===== config.mk =====
export PLATFORM = sky130hd
export DESIGN_NAME = pos_decoder_stream
export DESIGN_NICKNAME = d
export VERILOG_FILES = /design/src/rtl/pos_decoder_stream.sv
export SDC_FILE = /design/constraint.sdc
export NUM_CORES = 1
export LEC_CHECK = 0
export ABC_CLOCK_PERIOD_IN_PS = 1390
export CORE_MARGIN = 4
export CORE_UTILIZATION = 46
export DETAILED_ROUTE_END_ITERATION = 8
export PLACE_DENSITY = 0.72
export SLEW_MARGIN = 5
export SYNTH_ARGS = -nofsm -noshare
export SYNTH_HDL_FRONTEND = slang
export SYNTH_SLANG_ARGS = --single-unit

===== constraint.sdc =====
create_clock -name clk -period 1.39 [get_ports clk]
set_input_delay 0.2085 -clock clk [delete_from_list [all_inputs] [get_ports clk]]
set_output_delay 0.2085 -clock clk [all_outputs]
set_load 0.02 [all_outputs]

===== src/rtl/pos_decoder_stream.sv =====
// Position-decode stream reducer: ORs one-hot decodes of each frame's beats and
// reports mask, saturating beat count and a duplicate flag once per frame.
module pos_decoder_stream #(
    parameter int CNT_W = 4
) (
    input  logic             clk,
    input  logic             reset,
    input  logic             in_valid,
    input  logic [2:0]       in_pos,
    input  logic             in_last,
    output logic             in_ready,
    output logic             out_valid,
    output logic [7:0]       out_mask,
    output logic [CNT_W-1:0] out_count,
    output logic             out_dup,
    input  logic             out_ready
);

    // state | meaning
    // ACCUM | collecting beats of a frame (possibly none yet)
    // HOLD  | frame result presented, waiting for out_ready
    typedef enum logic {ACCUM = 1'b0, HOLD = 1'b1} state_t;

    localparam logic [CNT_W-1:0] CNT_ONE = {{(CNT_W-1){1'b0}}, 1'b1};
    localparam logic [CNT_W-1:0] CNT_MAX = {CNT_W{1'b1}};

    state_t           state_q, state_d;
    logic [7:0]       acc_mask_q, acc_mask_d;
    logic [CNT_W-1:0] acc_count_q, acc_count_d;
    logic             acc_dup_q, acc_dup_d;
    logic [7:0]       out_mask_q, out_mask_d;
    logic [CNT_W-1:0] out_count_q, out_count_d;
    logic             out_dup_q, out_dup_d;

    logic             accept;
    logic [7:0]       dec;
    logic [7:0]       sum_mask;
    logic [CNT_W-1:0] sum_count;
    logic             sum_dup;

    always_comb begin
        state_d     = state_q;
        acc_mask_d  = acc_mask_q;
        acc_count_d = acc_count_q;
        acc_dup_d   = acc_dup_q;
        out_mask_d  = out_mask_q;
        out_count_d = out_count_q;
        out_dup_d   = out_dup_q;

        in_ready  = (state_q == ACCUM) || out_ready;
        out_valid = (state_q == HOLD);
        accept    = in_valid && in_ready;

        dec       = 8'd1 << in_pos;
        sum_mask  = acc_mask_q | dec;
        sum_count = (acc_count_q == CNT_MAX) ? acc_count_q : acc_count_q + CNT_ONE;
        sum_dup   = acc_dup_q || ((acc_mask_q & dec) != 8'd0);

        // The accumulator is always empty while in HOLD, so a beat accepted on
        // the output handshake naturally starts a fresh frame.
        if (accept) begin
            if (in_last) begin
                out_mask_d  = sum_mask;
                out_count_d = sum_count;
                out_dup_d   = sum_dup;
                acc_mask_d  = 8'd0;
                acc_count_d = '0;
                acc_dup_d   = 1'b0;
                state_d     = HOLD;
            end else begin
                acc_mask_d  = sum_mask;
                acc_count_d = sum_count;
                acc_dup_d   = sum_dup;
                state_d     = ACCUM;
            end
        end else if ((state_q == HOLD) && out_ready) begin
            state_d = ACCUM;
        end
    end

    always_ff @(posedge clk) begin
        if (reset) begin
            state_q     <= ACCUM;
            acc_mask_q  <= 8'd0;
            acc_count_q <= '0;
            acc_dup_q   <= 1'b0;
            out_mask_q  <= 8'd0;
            out_count_q <= '0;
            out_dup_q   <= 1'b0;
        end else begin
            state_q     <= state_d;
            acc_mask_q  <= acc_mask_d;
            acc_count_q <= acc_count_d;
            acc_dup_q   <= acc_dup_d;
            out_mask_q  <= out_mask_d;
            out_count_q <= out_count_d;
            out_dup_q   <= out_dup_d;
        end
    end

    assign out_mask  = out_mask_q;
    assign out_count = out_count_q;
    assign out_dup   = out_dup_q;

endmodule


# Word-level counts from Yosys, hierarchy flattened

Index checks and enable logic that the tools add are counted.

Divide/modulo/power cells: 0
Magnitude comparators: 0
Reductions and logical operators: 7
Equal/unequal tests: 1
Add/sub/neg operators: 1
Bitwise gates (word level): 3
Multiplexer cells: 7
Multipliers: 0
Shift-type cells: 1

Operators with widths:

| kind                                             | number |
|---|---|
| AND 8 bit                                        | 1 |
| two-way mux 4 bit                                | 2 |
| two-way mux 8 bit                                | 1 |
| bitwise OR 8 bit                                 | 1 |
| nonzero test 8 bit                               | 1 |
| << shifter 1 x 3 -> 8 bit (first input constant) | 1 |
| adder 4 x 1 -> 4 bit (second input constant)     | 1 |
| == test 4 bit (second input constant)            | 1 |
| two-way mux 1 bit                                | 4 |
| logical AND 1 bit                                | 2 |
| logical OR 1 bit                                 | 2 |
| AND reduction 2 bit                              | 1 |
| nonzero test 2 bit                               | 1 |
| inverter 1 bit                                   | 1 |

Bits of input ports: 8
Register bits after elaboration: 27
Output and inout bits: 15
Memories kept: 0
Word-level logic and storage cells: 27
Bits in latches: 0
Memory bits (writable): 0
ROM bits: 0

# Longest topological paths before layout

Word-level depth: 5
Depth in mapped cells: 7
Mapped depth without buffers: 5

# Worst setup path after synthesis

Ideal clock, no wire load.

Path type: register to register
Start point: register state_q (netlist: out_valid)
End point: register acc_mask_q[7]
Data arrival time: 1.274 ns
Cell stages (with the launch flop): 7
Setup slack: -0.016 ns
Period minus slack after synthesis: 1.406 ns
Setup time: 0.133 ns
Path buffers: 2
Data required time: 1.257 ns
Cells stage by stage: dfxtp_1 -> nand2b_1 -> buf_2 -> and2_1 -> buf_2 -> a41oi_1 -> nor3_2

Cells in the longest elaborated chain, start to end: 3

RTL lines:

| what                   | RTL line | RTL |
|---|---|---|
| start, declared        | 27       | `state_t state_q, state_d;` |
| start signal, assigned | 91       | `state_q <= state_d;` |
| inverter 1 bit         | 50       | `in_ready = (state_q == ACCUM) \|\| out_ready;` |
| logical OR 1 bit       | 50       |  |
| via in_ready           | 11       | `output logic in_ready,` |
| logical AND 1 bit      | 52       | `accept = in_valid && in_ready;` |
| end signal, assigned   | 92       | `acc_mask_q <= acc_mask_d;` |
| end, declared          | 28       | `logic [7:0] acc_mask_q, acc_mask_d;` |

The timed path passes the listed nets, and every way through them passes these cells.
A chain may end at the register's enable or synchronous reset.

# Final worst setup path

Start point: register state_q (netlist: out_valid)
End point: register acc_mask_q[7]

Cells in the longest elaborated chain, start to end: 3

RTL lines:

| what              | RTL line |
|---|---|
| inverter 1 bit    | 50 |
| logical OR 1 bit  | 50 |
| logical AND 1 bit | 52 |

Every way passes these cells.

==> flow_summary.toml <==
[yosys]
synthDistinctLibCells = 34
netlist_area_sq_um = 1270
yosys-top-cells-area = "dfxtp_1, nor3_2, nor2_1, a211oi_2, mux2i_1"
synth_top_area_share_pct = 42.4
ys_seq_area_share_pct = 42.4
async_flop_share_pct = 0
ys.flop_type = "dfxtp_1"
synth-seq-cells = 27
synth_edf_count = 0
yosysTopAreaCell = "dfxtp_1"
avgSynthCellArea_sq_um = 9.10
yosys_warnings = 0
syn-num-nets = 149
netlist_instances = 140

[finish]
area_growth_pct = 31.3
fin_nets = 187
fin_cells = 207
fillers = 245
num_antenna_cells = 0
drive_gt1_share_pct = 26.6

[global_route]
gr-usage-met1_pct = 21.2
grt.total_usage_pct = 16.9
grt_pass1_wl_mm = 4.65
first_global_vias = 1094
antenna_found_initial = 0
met3_usage_pct = 4.04
grt_busiest_layer = "met2"
grt_max_degree = 28
grtUsageMet2_pct = 26.9
grt_overflow = 0

[sta]
fin_crit_sh_pct = 94.9
worst_slack_ns = 0.0705
slew_viol_final = 0
max_slew_margin_pct = 82.7
worst_slew_pin_slew_ns = 0.259
rsz0062_at_grt = "no"
setup_viol = 0
hold_viol = 0
fin_crit_ns = 1.32
clock.fmax_mhz = 758
fin_skew_ns = 0.0244

[worst_setup_path]
worstPathMaxFanout = 12
cp_data_arrival_time_ns = 1.60
path_class = "reg2reg"
startpoint = "out_valid"
end_kind = "flip-flop"
ff2ff_setup_slack_ns = 0.07
cp.required_ns = 1.67
regToRegEndpoint = "acc_mask_q[7]"
setup.worst_path.end = "acc_mask_q[7]"
startpoint_type = "flip-flop"
max_stage_delay_ns = 0.36
cp_slowest_cell = "dfxtp_2"
r2r-start = "out_valid"
rr_worst_depth = 5
path_cells = "nand2b_1, and3_2, buf_12, buf_4, nor3_2"

[drt]
drt_drc_violations_left = 0
drt_iter0_markers = 37
ant_nets = 0
num_vias = 1123
routedWlPerCell_um = 13.3
postRouteWirelength_mm = 2.75
routed_via_density = 5.43
firstDrtPassIters = 4

[placement]
dp_hpwl_mm = 2.01
port_buffers = 22
place_ws_ns = -0.354
finalWeightedCongestion = 0.800
post-place-cells = 203

[floorplan]
start_util_pct = 49.6
pin_count = 23
die_h_um = 60.6
die-area_sq_um = 3670
die_w_um = 60.6
row_count = 18
core_sq_um = 2570

[clock_network]
cts_buffer_depth = 2
clock_latency_ns = 0.36
clk_pin_slew_worst_paths_ns = 0.17
clock-root-buffer = "clkbuf_4"
cts.sinks = 27
cts_max_level = 1
cts_made_buffers = 3
tritoncts = "built"
postCtsSetupRepairBufs = 0

[worst_hold_path]
hold_start = "out_count[2]"
hold_path_class = "reg2reg"

[power_and_ir_drop]
p_leak_nw = 0.687
powerDensity_nw_per_um2 = 889
ir_drop_uv = 716

[run]
drv_cap = 0

[status]
outcome = "finished clean"
[layout by cell type, fill, tap and decap left out, types with 2 or more instances in the layout]
| cell type | synthesis | routed |
|---|---|---|
| clkbuf_4 | 0 | 3 |
| clkdlybuf4s50_1 | 0 | 7 |
| a41oi_1 | 2 | 2 |
| nand3_1 | 3 | 2 |
| nand2b_1 | 3 | 3 |
| buf_4 | 0 | 21 |
| o21ai_0 | 2 | 2 |
| buf_12 | 0 | 2 |
| nor2b_1 | 2 | 2 |
| a21oi_1 | 7 | 7 |
| a211oi_1 | 4 | 4 |
| a211oi_2 | 5 | 5 |
| inv_1 | 2 | 2 |
| or3_1 | 2 | 2 |
| nor3_2 | 7 | 7 |
| dlygate4sd2_1 | 0 | 14 |
| mux2i_1 | 6 | 6 |
| nor2_1 | 17 | 17 |
| dfxtp_1 | 27 | 26 |
| nand2_1 | 8 | 8 |
| nor3_1 | 11 | 11 |
| a31oi_1 | 6 | 6 |
[timing repair]
action / in CTS / in global routing
gates resized for setup: 18 / 3
hold buffers: 0 / 0
endpoints found under the setup margin: 15 / 7
[per-stage QoR]
| step | utilization [%] | cell area (sq um) | TNS [ns] | power [mW] | hold WS (ns) |
|---|---|---|---|---|---|
| 2_1_floorplan | - | 1270 | 0 | 1.01 | 0.387 |
| 3_3_place_gp | 64.5 | 1660 | -5.17 | 1.14 | 0.442 |
| 3_5_place_dp | 64.5 | 1660 | -6.42 | 1.15 | 0.452 |
| 4_1_cts | 64.8 | 1660 | 0 | 1.49 | 0.467 |
| 5_1_grt | 65.2 | 1670 | 0 | 1.55 | 0.485 |
| 6_report | 65.2 | 1670 | 0 | 1.49 | 0.462 |
[worst min path at each step]
stage,endpoint,slack (ns),cells after the start
2_1_floorplan,acc_count_q[3],0.39,2
3_3_place_gp,out_count[0],0.44,2
3_5_place_dp,out_count[2],0.45,2
4_1_cts,out_count[2],0.47,2
5_1_grt,out_count[2],0.48,2
6_report,out_count[2],0.46,2
[kinds of logic (layout without fill, tap and decap cells)]
family,Yosys count,in the layout,share of synthesized area [%]
and+or+nand+nor,59,59,25.9
AOI/OAI and AO/OA,31,31,18.6
DFF,27,27,42.4
buffers and inverters,15,52,6.68
muxes,6,6,4.72
adders and majority gates,1,1,0.982
xor gates and xnor gates,1,1,0.688
[worst max-delay path, delay by kind of cell, from the launching register on]
family	cells	cell delay, ns
buf+inv	2	0.30
simple gates	3	0.56
flops	1	0.36
[power by group]
part           internal (mW)  switching (mW)  total (mW)
sequential             0.806          0.0161       0.822
combinational          0.138           0.157       0.295
clock                  0.111           0.260       0.371
[cells in the mapped netlist (all sizes together) (2+ instances only)]
library cell and count:
a211oi 9, a21oi 7, a31oi 6, a41oi 2, buf 8, clkbuf 4, dfxtp 27, inv 3
mux2i 6, nand2 8, nand2b 3, nand3 3, nor2 17, nor2b 2, nor3 18, o211ai 2
o21ai 2, or3 2
[area by class of cell]
cell class,instances,area (sq um),area share [%]
inverter,3,11.3,0.673
tap,30,37.5,2.24
sequential,27,542,32.4
timing repair buffer,45,395,23.6
clock buffer,3,22.5,1.35
multi-input combinational,98,657,39.3
clock inverter,1,7.51,0.449
[flip-flops by register name (all words and copies together), names as in the netlist]
signal	cells
out_mask	8
acc_count_q	4
acc_mask_q	8
out_count	4
out_valid	1
acc_dup_q	1
out_dup	1
[routing by layer]
metal | wire [um] | vias to the layer above
met3 | 140 | 5
li1 | - | 577
met1 | 1340 | 518
met4 | 47 | 0
met2 | 1220 | 23
met5 | 0 | -
(Power assumes the default switching activity.)
